File: config.mk
export PLATFORM = sky130hd
export DESIGN_NAME = mem_arbiter_flat
export DESIGN_NICKNAME = d
export VERILOG_FILES = /design/src/rtl/mem_arbiter_if.sv /design/src/rtl/mem_arbiter.sv /design/src/flat_wrapper.sv
export SDC_FILE = /design/constraint.sdc
export NUM_CORES = 1
export LEC_CHECK = 0
export CAP_MARGIN = 0
export CORE_MARGIN = 2
export CORE_UTILIZATION = 39
export CTS_CLUSTER_SIZE = 8
export DETAILED_ROUTE_END_ITERATION = 10
export MAX_ROUTING_LAYER = met4
export PLACE_DENSITY = 0.81
export SLEW_MARGIN = 20
export SYNTH_ARGS = -nofsm -noshare
export SYNTH_HDL_FRONTEND = slang
export SYNTH_SLANG_ARGS = --single-unit
File: constraint.sdc
create_clock -name clk_i -period 2.4 [get_ports clk_i]
set_input_delay 0.48 -clock clk_i [delete_from_list [all_inputs] [get_ports clk_i]]
set_output_delay 0.48 -clock clk_i [all_outputs]
set_load 0.005 [all_outputs]
File: src/rtl/mem_arbiter_if.sv
// Core-side fetch/load-store ports and the memory port of the arbiter.
// slave = arbiter view; master = core + memory instance view.
interface mem_arbiter_if;
    logic        if_req_i;
    logic [31:0] if_addr_i;
    logic        if_gnt_o;
    logic        if_rvalid_o;
    logic [31:0] if_rdata_o;
    logic        if_err_o;

    logic        d_req_i;
    logic        d_we_i;
    logic [3:0]  d_be_i;
    logic [31:0] d_addr_i;
    logic [31:0] d_wdata_i;
    logic        d_gnt_o;
    logic        d_rvalid_o;
    logic [31:0] d_rdata_o;
    logic        d_err_o;

    logic        mem_wen_o;
    logic [31:0] mem_addr_o;
    logic [31:0] mem_wdata_o;
    logic [31:0] mem_rdata_i;

    modport slave (
        input  if_req_i, if_addr_i,
        input  d_req_i, d_we_i, d_be_i, d_addr_i, d_wdata_i,
        input  mem_rdata_i,
        output if_gnt_o, if_rvalid_o, if_rdata_o, if_err_o,
        output d_gnt_o, d_rvalid_o, d_rdata_o, d_err_o,
        output mem_wen_o, mem_addr_o, mem_wdata_o
    );

    modport master (
        output if_req_i, if_addr_i,
        output d_req_i, d_we_i, d_be_i, d_addr_i, d_wdata_i,
        output mem_rdata_i,
        input  if_gnt_o, if_rvalid_o, if_rdata_o, if_err_o,
        input  d_gnt_o, d_rvalid_o, d_rdata_o, d_err_o,
        input  mem_wen_o, mem_addr_o, mem_wdata_o
    );
endinterface

File: src/rtl/mem_arbiter.sv
// Fetch vs load/store arbiter for a single-port 512x32 memory.
// Sub-word stores become a two-cycle read-modify-write.
module mem_arbiter #(
    parameter int MEM_WORDS = 512
) (
    input logic          clk_i,
    input logic          rst_ni,
    mem_arbiter_if.slave bus
);

    typedef enum logic {
        S_IDLE,
        S_RMW
    } state_t;

    typedef enum logic {
        RR_DATA,
        RR_FETCH
    } rr_t;

    localparam logic [29:0] LP_WORDS = 30'(MEM_WORDS);

    state_t      r_state;
    state_t      w_state_nxt;
    rr_t         r_rr;
    rr_t         w_rr_nxt;
    logic [31:0] r_old;
    logic [31:0] w_old_nxt;

    logic        r_if_rvalid;
    logic        r_if_err;
    logic [31:0] r_if_rdata;
    logic        r_d_rvalid;
    logic        r_d_err;
    logic [31:0] r_d_rdata;

    logic        w_if_err;
    logic        w_d_err;
    logic        w_both;
    logic        w_pick_d;
    logic        w_pick_i;
    logic        w_d_ld;
    logic        w_d_st_full;
    logic        w_d_st_none;
    logic        w_d_st_part;
    logic [31:0] w_mask;
    logic [31:0] w_merge;

    logic        w_if_gnt;
    logic        w_d_gnt;
    logic        w_if_rd;
    logic        w_d_rd;
    logic        w_mem_wen;
    logic [31:0] w_mem_addr;
    logic [31:0] w_mem_wdata;

    assign w_if_err = (bus.if_addr_i[1:0] != 2'b00)
                    || (bus.if_addr_i[31:2] >= LP_WORDS);
    assign w_d_err  = (bus.d_addr_i[1:0] != 2'b00)
                    || (bus.d_addr_i[31:2] >= LP_WORDS);

    assign w_both   = bus.if_req_i && bus.d_req_i;
    assign w_pick_d = bus.d_req_i
                    && (!bus.if_req_i || (r_rr == RR_DATA));
    assign w_pick_i = bus.if_req_i && !w_pick_d;

    // Exactly one of these holds for a picked data request.
    assign w_d_ld      = !w_d_err && !bus.d_we_i;
    assign w_d_st_full = !w_d_err && bus.d_we_i
                       && (bus.d_be_i == 4'b1111);
    assign w_d_st_none = !w_d_err && bus.d_we_i
                       && (bus.d_be_i == 4'b0000);
    assign w_d_st_part = !w_d_err && bus.d_we_i
                       && (bus.d_be_i != 4'b1111)
                       && (bus.d_be_i != 4'b0000);

    assign w_mask = {
        {8{bus.d_be_i[3]}},
        {8{bus.d_be_i[2]}},
        {8{bus.d_be_i[1]}},
        {8{bus.d_be_i[0]}}
    };
    assign w_merge = (r_old & ~w_mask)
                   | (bus.d_wdata_i & w_mask);

    always_comb begin
        w_state_nxt = r_state;
        w_rr_nxt    = r_rr;
        w_old_nxt   = r_old;
        w_if_gnt    = 1'b0;
        w_d_gnt     = 1'b0;
        w_if_rd     = 1'b0;
        w_d_rd      = 1'b0;
        w_mem_wen   = 1'b0;
        w_mem_addr  = 32'h0;
        w_mem_wdata = 32'h0;
        // Reset also kills an in-flight RMW write.
        if (rst_ni) begin
            unique case (r_state)
                S_RMW: begin
                    w_d_gnt     = 1'b1;
                    w_mem_wen   = 1'b1;
                    w_mem_addr  = bus.d_addr_i;
                    w_mem_wdata = w_merge;
                    w_state_nxt = S_IDLE;
                end
                S_IDLE: begin
                    if (w_pick_i) begin
                        w_if_gnt = 1'b1;
                        if (!w_if_err) begin
                            w_mem_addr = bus.if_addr_i;
                            w_if_rd    = 1'b1;
                        end
                    end else if (w_pick_d) begin
                        unique case (1'b1)
                            w_d_err: begin
                                w_d_gnt = 1'b1;
                            end
                            w_d_ld: begin
                                w_d_gnt    = 1'b1;
                                w_d_rd     = 1'b1;
                                w_mem_addr = bus.d_addr_i;
                            end
                            w_d_st_full: begin
                                w_d_gnt     = 1'b1;
                                w_mem_wen   = 1'b1;
                                w_mem_addr  = bus.d_addr_i;
                                w_mem_wdata = bus.d_wdata_i;
                            end
                            w_d_st_none: begin
                                w_d_gnt = 1'b1;
                            end
                            w_d_st_part: begin
                                w_mem_addr  = bus.d_addr_i;
                                w_old_nxt   = bus.mem_rdata_i;
                                w_state_nxt = S_RMW;
                            end
                        endcase
                    end
                end
            endcase
            if ((w_if_gnt || w_d_gnt) && w_both) begin
                w_rr_nxt = (r_rr == RR_DATA) ? RR_FETCH : RR_DATA;
            end
        end
    end

    always_ff @(posedge clk_i) begin
        if (!rst_ni) begin
            r_state     <= S_IDLE;
            r_rr        <= RR_DATA;
            r_old       <= 32'h0;
            r_if_rvalid <= 1'b0;
            r_if_err    <= 1'b0;
            r_if_rdata  <= 32'h0;
            r_d_rvalid  <= 1'b0;
            r_d_err     <= 1'b0;
            r_d_rdata   <= 32'h0;
        end else begin
            r_state     <= w_state_nxt;
            r_rr        <= w_rr_nxt;
            r_old       <= w_old_nxt;
            r_if_rvalid <= w_if_gnt;
            r_if_err    <= w_if_gnt && w_if_err;
            r_if_rdata  <= w_if_rd ? bus.mem_rdata_i : 32'h0;
            r_d_rvalid  <= w_d_gnt;
            r_d_err     <= w_d_gnt && w_d_err;
            r_d_rdata   <= w_d_rd ? bus.mem_rdata_i : 32'h0;
        end
    end

    assign bus.if_gnt_o    = w_if_gnt;
    assign bus.if_rvalid_o = r_if_rvalid;
    assign bus.if_rdata_o  = r_if_rdata;
    assign bus.if_err_o    = r_if_err;
    assign bus.d_gnt_o     = w_d_gnt;
    assign bus.d_rvalid_o  = r_d_rvalid;
    assign bus.d_rdata_o   = r_d_rdata;
    assign bus.d_err_o     = r_d_err;
    assign bus.mem_wen_o   = w_mem_wen;
    assign bus.mem_addr_o  = w_mem_addr;
    assign bus.mem_wdata_o = w_mem_wdata;

    a_one_gnt: assert property (
        @(posedge clk_i) !(w_if_gnt && w_d_gnt)
    );
    a_wen_gnt: assert property (
        @(posedge clk_i) w_mem_wen |-> w_d_gnt
    );

endmodule
File: src/flat_wrapper.sv
// flat-port wrapper written by rule: the top's interface ports become plain ports
module mem_arbiter_flat 
#(
    parameter int MEM_WORDS = 512
)
  (clk_i, rst_ni, bus_if_req_i, bus_if_addr_i, bus_d_req_i, bus_d_we_i, bus_d_be_i, bus_d_addr_i, bus_d_wdata_i, bus_mem_rdata_i, bus_if_gnt_o, bus_if_rvalid_o, bus_if_rdata_o, bus_if_err_o, bus_d_gnt_o, bus_d_rvalid_o, bus_d_rdata_o, bus_d_err_o, bus_mem_wen_o, bus_mem_addr_o, bus_mem_wdata_o);
  mem_arbiter_if bus_i ();
  input logic clk_i;
  input logic rst_ni;
  input wire logic [$bits(bus_i.if_req_i)-1:0] bus_if_req_i;
  input wire logic [$bits(bus_i.if_addr_i)-1:0] bus_if_addr_i;
  input wire logic [$bits(bus_i.d_req_i)-1:0] bus_d_req_i;
  input wire logic [$bits(bus_i.d_we_i)-1:0] bus_d_we_i;
  input wire logic [$bits(bus_i.d_be_i)-1:0] bus_d_be_i;
  input wire logic [$bits(bus_i.d_addr_i)-1:0] bus_d_addr_i;
  input wire logic [$bits(bus_i.d_wdata_i)-1:0] bus_d_wdata_i;
  input wire logic [$bits(bus_i.mem_rdata_i)-1:0] bus_mem_rdata_i;
  output wire logic [$bits(bus_i.if_gnt_o)-1:0] bus_if_gnt_o;
  output wire logic [$bits(bus_i.if_rvalid_o)-1:0] bus_if_rvalid_o;
  output wire logic [$bits(bus_i.if_rdata_o)-1:0] bus_if_rdata_o;
  output wire logic [$bits(bus_i.if_err_o)-1:0] bus_if_err_o;
  output wire logic [$bits(bus_i.d_gnt_o)-1:0] bus_d_gnt_o;
  output wire logic [$bits(bus_i.d_rvalid_o)-1:0] bus_d_rvalid_o;
  output wire logic [$bits(bus_i.d_rdata_o)-1:0] bus_d_rdata_o;
  output wire logic [$bits(bus_i.d_err_o)-1:0] bus_d_err_o;
  output wire logic [$bits(bus_i.mem_wen_o)-1:0] bus_mem_wen_o;
  output wire logic [$bits(bus_i.mem_addr_o)-1:0] bus_mem_addr_o;
  output wire logic [$bits(bus_i.mem_wdata_o)-1:0] bus_mem_wdata_o;
  assign bus_i.if_req_i = bus_if_req_i;
  assign bus_i.if_addr_i = bus_if_addr_i;
  assign bus_i.d_req_i = bus_d_req_i;
  assign bus_i.d_we_i = bus_d_we_i;
  assign bus_i.d_be_i = bus_d_be_i;
  assign bus_i.d_addr_i = bus_d_addr_i;
  assign bus_i.d_wdata_i = bus_d_wdata_i;
  assign bus_i.mem_rdata_i = bus_mem_rdata_i;
  assign bus_if_gnt_o = bus_i.if_gnt_o;
  assign bus_if_rvalid_o = bus_i.if_rvalid_o;
  assign bus_if_rdata_o = bus_i.if_rdata_o;
  assign bus_if_err_o = bus_i.if_err_o;
  assign bus_d_gnt_o = bus_i.d_gnt_o;
  assign bus_d_rvalid_o = bus_i.d_rvalid_o;
  assign bus_d_rdata_o = bus_i.d_rdata_o;
  assign bus_d_err_o = bus_i.d_err_o;
  assign bus_mem_wen_o = bus_i.mem_wen_o;
  assign bus_mem_addr_o = bus_i.mem_addr_o;
  assign bus_mem_wdata_o = bus_i.mem_wdata_o;
  mem_arbiter #(.MEM_WORDS(MEM_WORDS)) u_core (.clk_i(clk_i), .rst_ni(rst_ni), .bus(bus_i));
endmodule
==> summary.md <==
| Metric | Value |
|---|---|
| GP Congestion | `0.871` |
| Commonest non-fill, non-tap cell in the layout | `clkdlybuf4s50_1` |
| WP buf/inv | `5` |
| Switching power total | `0.848 mW` |
| Synth-to-layout area growth | `75.2%` |
| Number of enable flip-flop cells after synthesis | `0` |
| Net Sw Frac | `22.5%` |
| Unrepaired setup endpoints after global routing | `yes` |
| Mux contribution to synthesized area | `13.9%` |
| CTS tree | `built` |
| Failing checks | `negative setup slack` |
| # rows | `40` |
| Share of cells above drive strength 1 | `27.9%` |
| Post-route clock period utilization | `104%` |
| Least-Margin Pin Slew | `302 ps` |
| Post-CTS Hold Buffers | `0` |
| Clock root buffer | `clkbuf_16` |
| Drt wl/cell | `17.7 um` |
| Number of synthesized register bits | `102` |
| Post-Synth XOR/XNOR Area | `0%` |
| Number of distinct library cells after synthesis | `43` |
| Final Instance Area | `8590 sq um` |
| Pin count of the biggest net entering global routing | `54` |
| Min-Delay Endpoint | `u_core.r_old[9]$_SDFFE_PN0P_` |
| Die Y | `116 um` |
| R2r setup slk | `480 ps` |
| Die W | `116 um` |
| Max_slew headroom | `79.7%` |
| Max Root-Sink Buffers | `2` |
| Status | `complete, but fails checks` |
| Leakage | `3.64 nW` |
| Critical Path Max Stage Delay | `340 ps` |
| Hold path depth | `2` |
| Global route overflow | `0` |
| Drt total wl | `18000 um` |
| Startpoint Class | `flop` |
| Wire length on met3 | `808 um` |
| Async S/R FF share, synth | `0%` |
| Area after DPL | `7960 sq um` |
| Critical path depth | `9` |
| DR pass1 iterations | `4` |
| Critical path's slowest cell | `dfxtp_2` |
| CTS Sinks | `102` |
| Final core occ | `70.6%` |
| CTS buffer count | `9` |
| Fin. Hold Viols | `0` |
| Setup crit end kind | `output port` |
| WL met2 | `9470 um` |
| I/O Pins | `272` |
| Register area | `2040 sq um` |
| Worst min path class | `flop to flop` |
| HPWL after DPL | `12400 um` |
| Worst R2R End | `u_core.r_old[19]$_SDFFE_PN0P_` |
| CP Max Fanout | `8` |
| Compound-Gate Fraction of Synth Area | `8.09%` |
| Post-route DRC | `0` |
| Worst Path Arrival | `2020 ps` |
| Initial antenna violation count | `0` |
| Port buffer count | `271` |
| Pre-CTS setup slack | `-853 ps` |
| Fill cells | `924` |
| Clock Skew | `8.54 ps` |
| GRT Resource Usage Total | `26.7%` |
| Critical-path cell list | `a21boi_4 > buf_6 > nor4b_4 > buf_4 > buf_6 > buf_16 > nand4_1 > a21boi_2 > buf_2` |
| Synth Net Count | `660` |
| Met1 wire length | `7350 um` |
| Worst path required time | `1920 ps` |
| Clock network fraction of design power | `42.4%` |
| YS warnings | `0` |
| Max Cap Viol | `0` |
| Simple-gate area share of the yosys netlist | `30.3%` |
| Fin. max-slew vios | `0` |
| Cell Area, Synth | `4900 sq um` |
| Reg power frac | `45.2%` |
| DR vias | `5128` |
| Vias in the first global route | `5179` |
| Final TNS setup | `-1290 ps` |
| CP top delay family | `buffers and inverters` |
| Max Clk Rate | `0.401 GHz` |
| Starting Density | `40.3%` |
| Int Pwr | `2.91 mW` |
| PnR worst setup slack | `-95.9 ps` |
| WS Path Type | `flop to output port` |
| Main combinational cell family by area after synthesis | `simple AND/OR/NAND/NOR gates` |
| Nets@finish | `978` |
| Worst-path clk slew | `70 ps` |
| Adder-Cell Fraction of Synth Area | `0%` |
| Post-Synthesis Cells | `523` |
| Setup-failing EPs final | `22` |
| Worst-Skew Late Latency | `340 ps` |
| Die Area | `13500 sq um` |
| H-tree depth | `3` |
| Reg-to-Reg Start | `u_core.r_rr$_SDFFE_PN0P_` |
| Drt via density | `5.06` |
| Highest metal used | `met4` |
| Combinational power share | `12.4%` |
| Post-layout min period | `2500 ps` |
| First-pass GRT wire length | `27000 um` |
| WHS | `462 ps` |
| Maximum VDD drop | `429 uV` |
| Most frequent cells in the layout | `clkdlybuf4s50_1 (177), nand2_1 (100), dfxtp_1 (100)` |
| Mean cell area of the mapped netlist | `9.37 sq um` |
| Top_reg_cell synth | `dfxtp_1` |
| Seq/Total Area, Yosys | `41.7%` |
| P per Cell Area | `438 nW/um^2` |
| Hold wc startpoint | `u_core.r_old[9]$_SDFFE_PN0P_` |
| Most frequent CP cell | `buf_6` |
| Core Box Area | `12200 sq um` |
| Iteration-0 DRC Markers | `322` |
| Area of the multi-input gates | `2680 sq um` |
| Reg2Reg Depth | `8` |
| ANT cells | `0` |
| Remaining antenna violation count | `0` |
state kept, by name, indices dropped and copies added, names as in the netlist:
signal	cells
u_core.bus.if_rdata_o	32
u_core.r_old	32
u_core.bus.d_err_o	1
u_core.bus.if_rvalid_o	1
u_core.r_state	1
u_core.r_rr	1
u_core.bus.d_rvalid_o	1
u_core.bus.if_err_o	1
u_core.bus.d_rdata_o	32
cells in the mapped netlist, types with 2 or more instances:
library cell	count	area, sq um
dlygate4sd1_1	5	43.8
nand2_1	101	379
nor4_1	6	37.5
and2_1	65	407
clkbuf_2	3	15.0
a21boi_0	26	195
clkbuf_1	18	67.6
a22o_1	9	78.8
o21ai_0	2	10.0
inv_1	4	15.0
and3_1	23	144
a21boi_1	6	45.0
a21oi_1	3	15.0
nor4_4	4	85.1
buf_8	3	45.0
buf_4	5	37.5
nand4_1	36	225
and4_1	2	17.5
dfxtp_1	102	2040
nor3_1	3	15.0
nor2_1	5	18.8
mux2_2	32	360
buf_6	2	22.5
buf_2	8	40.0
mux2i_1	32	320
layout make-up:
type / instances / share of cell area (%)
clock buffer: 9 / 2.62
inverter: 4 / 0.175
multi-input combinational: 372 / 31.2
timing repair buffer: 352 / 38.5
tap: 168 / 2.45
sequential: 102 / 23.8
clock inverter: 7 / 1.22
what timing repair did:
action / 4_1_cts / 5_1_grt
gates resized for setup: 366 / 38
setup endpoints to repair: 44 / 55
gates cloned: 11 / 0
pin swaps: 82 / 46
hold endpoints to repair: 0 / 0
setup buffers: 28 / 8
metal layers:
layer,GRT usage (%),up-vias
li1,-,2453
met1,30.9,2442
met3,3.48,31
met5,-,-
met2,48.1,202
met4,7.94,0
worst max-delay path by stage:
stage / from / end
floorplan: bus_d_be_i[1] / bus_mem_addr_o[10]
global placement: bus_d_addr_i[19] / bus_mem_wdata_o[27]
detailed placement: bus_d_addr_i[19] / bus_mem_wdata_o[27]
CTS: bus_d_be_i[0] / bus_mem_addr_o[4]
global route: u_core.r_rr$_SDFFE_PN0P_ / bus_mem_wdata_o[17]
finish: u_core.r_rr$_SDFFE_PN0P_ / bus_mem_wdata_o[2]
logic make-up (layout without fill, tap and decap cells):
| kind of cell | after synthesis | after routing |
|---|---|---|
| AND/OR/NAND/NOR | 258 | 258 |
| flip-flops | 102 | 102 |
| multiplexers | 64 | 64 |
| AO/OA/AOI/OAI | 50 | 50 |
| buffers and inverters | 49 | 372 |
worst register-to-register path: stages, from the launching register on:
cell,delay (ps)
dfxtp_2,340
a21boi_4,170
buf_6,120
buf_6,80
buf_4,130
nand4_1,210
nor3_4,340
buf_12,220
mux2i_1,230
power groups by stage:
stage / Clock, mW / Sequential [mW] / Combinational, mW
after CTS: 1.62 / 1.70 / 0.457
after detailed placement: 0 / 1.74 / 0.443
final: 1.60 / 1.70 / 0.467
after global placement: 0 / 1.74 / 0.436
after floorplan: 0 / 1.74 / 0.128
after global routing: 1.68 / 1.70 / 0.495
metrics by stage:
step | cells | power [mW]
finish | 1014 | 3.76
global route | 1014 | 3.87
CTS | 1015 | 3.78
detailed placement | 961 | 2.18
global placement | 961 | 2.17
floorplan | 523 | 1.87
(Power assumes the default switching activity.)
==> edit 1 (same settings) <==
Take the reset off `r_if_rdata` and load it in a clocked block of its own.
--- a/src/rtl/mem_arbiter.sv
+++ b/src/rtl/mem_arbiter.sv
@@ -152,7 +152,6 @@
             r_old       <= 32'h0;
             r_if_rvalid <= 1'b0;
             r_if_err    <= 1'b0;
-            r_if_rdata  <= 32'h0;
             r_d_rvalid  <= 1'b0;
             r_d_err     <= 1'b0;
             r_d_rdata   <= 32'h0;
@@ -162,11 +161,14 @@
             r_old       <= w_old_nxt;
             r_if_rvalid <= w_if_gnt;
             r_if_err    <= w_if_gnt && w_if_err;
-            r_if_rdata  <= w_if_rd ? bus.mem_rdata_i : 32'h0;
             r_d_rvalid  <= w_d_gnt;
             r_d_err     <= w_d_gnt && w_d_err;
             r_d_rdata   <= w_d_rd ? bus.mem_rdata_i : 32'h0;
         end
+    end
+
+    always_ff @(posedge clk_i) begin
+        r_if_rdata <= w_if_rd ? bus.mem_rdata_i : 32'h0;
     end
 
     assign bus.if_gnt_o    = w_if_gnt;
Check against the original RTL: equivalent (equiv_simple and equiv_induct, registers matched by name and starting in step).
==> edit 1 against the unedited design <==
The flow still finishes with violations (setup timing); count of clock-buffer cells in the layout increased by 2; register-to-register slack improved by 0.25 ns; non-clock buffer count increased by 3; power decreased by 5.7%; area after synthesis decreased by 2.6%; sequential cell count unchanged; final area decreased by 1.6%; worst setup slack got worse by 0.14 ns; worst hold slack got worse by 0.0051 ns; wire length increased by 0.86%; clock skew increased by 0.0029 ns.
==> edit 1: results (changes against the unedited design) <==
[logic_synthesis]
synth_area_leaders=dfxtp_1, and2_1, nand2_1  ; unchanged
synth_cell_types=36  ; was 43
synth-async-reset-ratio_pct=0  ; unchanged
synth_compound_area_share_pct=8.56  ; was 8.09%
synthCells=519  ; was 523
synth.area.mux_share_pct=14.2  ; was 13.9%
synth_common_cells=dfxtp_1, nand2_1, and2_1  ; unchanged

[layout]
multi_input_gates=370  ; was 372
nClkBuffers=11  ; was 9
final_cells=992  ; was 1014
clk_share_pct=3.37  ; was 3.85%
utilization_pct=70.7  ; was 70.6%
seq-cell-share_pct=24.2  ; was 23.8%
signal_buffers=355  ; was 352
num-fill-cells=925  ; was 924
flops_and_latches=102  ; unchanged
fin_nets=977  ; was 978
drive_gt1_share_pct=26.6  ; was 27.9%
multi_input_area_share_pct=31.2  ; about the same
inverters=2  ; was 4

[critical_path]
worstPathArrival_ns=2.15  ; was 2.02 ns
cp_slowest_cell=o41ai_4  ; was dfxtp_2
cp-startpoint=bus_d_addr_i[22]  ; was u_core.r_rr
critPathMaxFanout=2  ; was 8
r2r-start=u_core.r_rr  ; unchanged
slowest_delay_ns=0.43  ; was 0.34 ns

[hold_path]
min_from=u_core.r_old[27]  ; was u_core.r_old[9]

[routing]
first_iter_violations=283  ; was 322
routed_wl_um=18100  ; was 18000 um
via_count=5139  ; was 5128

[placed_design]
hpwl_um=12700  ; was 12400 um
gp_congestion=0.946  ; was 0.871
port-buffer-count=271  ; unchanged
dp.cells=933  ; was 961
dpl_cell_area_mm2=0.00784  ; was 0.00796 mm2
pre_cts_ws_ns=-0.907  ; was -0.853 ns

[grt]
grt_max_degree=66  ; was 54
grt_pass1_wl_um=27400  ; was 27000 um
grt_pass1_vias=5196  ; was 5179
grtUsageTotal_pct=27.7  ; was 26.7%

[timing]
fin_setup_tns_ns=-2.20  ; was -1.29 ns
skew_ns=0.0114  ; was 0.00854 ns
final-setup-viol-count=25  ; was 22
finalWorstSetupSlack_ns=-0.234  ; was -0.0959 ns
tightest_slew_ns=0.364  ; was 0.302 ns

[power_and_ir_drop]
seqPwrFrac_pct=47.9  ; was 45.2%
power_density_mw_per_mm2=420  ; was 438 mW/mm2
p_int_mw=2.71  ; was 2.91 mW
power.leakage_nw=3.82  ; was 3.64 nW
vdd_drop_max_mv=0.259  ; was 0.429 mV

[outcome]
outcome=complete, but fails checks  ; unchanged
violations=setup timing  ; unchanged

[floorplan]
num_tap_cells=147  ; was 168

## edit 1: path summary, 6_finish.rpt
check / endpoint / slack (ns) / cells after the start
setup / recovery: bus_mem_addr_o[7] / -0.23 / 10
hold / removal: u_core.r_old[27] / 0.46 / 2
setup reg to reg: u_core.bus.if_rdata_o[29] / 0.73 / 6
hold reg to reg: u_core.r_old[27] / 0.46 / 2
## edit 1: repair_timing
action,in CTS,in global routing
gates cloned,7,0
setup endpoints to repair,44,39
buffers inserted,34,11
pin swaps,63,26
gates resized for setup,378,34
## edit 1: per-layer routing
metal  routed length, um  vias to the layer above  global-route usage [%]
met5                   0                        -                       -
met4                 483                        0                    11.0
met3                1080                       37                    3.60
met2                9610                      228                    49.9
met1                6940                     2434                    31.0
li1                    -                     2440                       -
## edit 1: logic make-up after synthesis
logic type | Yosys count
AO/OA/AOI/OAI | 50
buffers and inverters | 47
flip-flops | 102
multiplexers | 64
AND/OR/NAND/NOR | 256
==> edit 2 (config.mk and constraints unchanged) <==
Without the edit above. `MEM_WORDS` is set to 512 in 2 places; all go to 256.
--- a/src/rtl/mem_arbiter.sv
+++ b/src/rtl/mem_arbiter.sv
@@ -1,7 +1,7 @@
 // Fetch vs load/store arbiter for a single-port 512x32 memory.
 // Sub-word stores become a two-cycle read-modify-write.
 module mem_arbiter #(
-    parameter int MEM_WORDS = 512
+    parameter int MEM_WORDS = 256
 ) (
     input logic          clk_i,
     input logic          rst_ni,
--- a/src/flat_wrapper.sv
+++ b/src/flat_wrapper.sv
@@ -1,7 +1,7 @@
 // flat-port wrapper written by rule: the top's interface ports become plain ports
 module mem_arbiter_flat 
 #(
-    parameter int MEM_WORDS = 512
+    parameter int MEM_WORDS = 256
 )
   (clk_i, rst_ni, bus_if_req_i, bus_if_addr_i, bus_d_req_i, bus_d_we_i, bus_d_be_i, bus_d_addr_i, bus_d_wdata_i, bus_mem_rdata_i, bus_if_gnt_o, bus_if_rvalid_o, bus_if_rdata_o, bus_if_err_o, bus_d_gnt_o, bus_d_rvalid_o, bus_d_rdata_o, bus_d_err_o, bus_mem_wen_o, bus_mem_addr_o, bus_mem_wdata_o);
   mem_arbiter_if bus_i ();
Check against the original RTL: not equivalent (Yosys sat finds a counterexample within 4 cycles, from zero or initial values and one cycle with rst_ni low).
==> edit 2 against the unedited design <==
The run still ends with setup timing left; final area rose by 2.8%; worst setup slack worse by 0.035 ns; highest routed layer unchanged; largest power group unchanged; combinational power increased by 3%; via count increased by 2.5%; area after synthesis grew 0.18%; final cell count rose by 2.1%; sequential power barely moved; power grew 0.62%; sequential cell count unchanged; wire length up 8.6%; critical path type is now primary input to output pin; fmax decreased by 1.4%.
==> edit 2: results (changes against the unedited design) <==
[grt]
grt_pass1_wl_um=28800  ; was 27000 um
grt_max_degree=58  ; was 54
grt_pass1_vias=5342  ; was 5179
met3_usage_pct=7.16  ; was 3.48%
grt_use_met2_pct=50.0  ; was 48.1%

[timing]
final-setup-viol-count=16  ; was 22
finalWorstSetupSlack_ns=-0.131  ; was -0.0959 ns
slew_headroom_pct=74.1  ; was 79.7%
fin_setup_tns_ns=-0.755  ; was -1.29 ns

[layout]
final_cells=1035  ; was 1014
drive_gt1_share_pct=29.9  ; was 27.9%

[power_and_ir_drop]
power.leakage_nw=3.73  ; was 3.64 nW
power_switching_uw=865  ; was 848 uW
comb-power_uw=480  ; was 467 uW

[outcome]
outcome=complete, but fails checks  ; unchanged
violations=setup timing  ; unchanged

[critical_path]
critPathMaxFanout=5  ; was 8
cp_top_family=simple AND/OR/NAND/NOR gates  ; was buffers and inverters
cp_slowest_cell=nor4_4  ; was dfxtp_2
worstPathArrival_ns=2.05  ; was 2.02 ns

[placed_design]
pre_cts_ws_ns=-0.941  ; was -0.853 ns
dpl_cell_area_mm2=0.00811  ; was 0.00796 mm2
dp.cells=976  ; was 961
hpwl_um=13700  ; was 12400 um
gp_congestion=0.912  ; was 0.871

[routing]
met1_length_um=7650  ; was 7350 um
avgViaCountPerCell=5.08  ; was 5.06
met2_length_um=10100  ; was 9470 um
routed_wl_um=19500  ; was 18000 um
firstDrtPassIters=6  ; was 4

[logic_synthesis]
synthCells=524  ; was 523
synth_cell_types=42  ; was 43
synth.area.mux_share_pct=13.9  ; about the same
yosysSeqAreaShare_pct=41.6  ; was 41.7%
syn-num-nets=661  ; was 660
synth_compound_area_share_pct=7.90  ; was 8.09%

[clock_tree]
cts_setup_buffers=30  ; was 28

==> edit 2: cell count changes after synthesis, sizes merged, moves of 2 or more <==
cell / delta
buf: +4
clkbuf: -2
nor3: -2
nor4: +2
==> edit 2: final cells by class <==
type,count,area (um2)
inverters,4,15.0
multi-input cells,372,2710
diodes,2,5.00
repair buffers,371,3510
flip-flops and latches,102,2050
fillers,856,3330
well taps,168,210
clock inverters,7,106
clock buffers,9,225
==> edit 2: worst reg2reg max path, delay by kind of cell (launching register included) <==
family                 cells  cell delay, ns
muxes                      1            0.24
DFF                        1            0.36
buffers and inverters      4            0.59
and+or+nand+nor            2            0.55
AOI/OAI and AO/OA          1            0.14
==> edit 2: path summary, 6_finish.rpt <==
kind	from	endpoint	slack, ns	cells after the start
max	bus_d_addr_i[11]	bus_mem_wen_o	-0.13	9
min	u_core.r_old[25]	u_core.r_old[25]	0.46	2
max reg2reg	u_core.r_rr	u_core.r_old[6]	0.44	8
min reg2reg	u_core.r_old[25]	u_core.r_old[25]	0.46	2
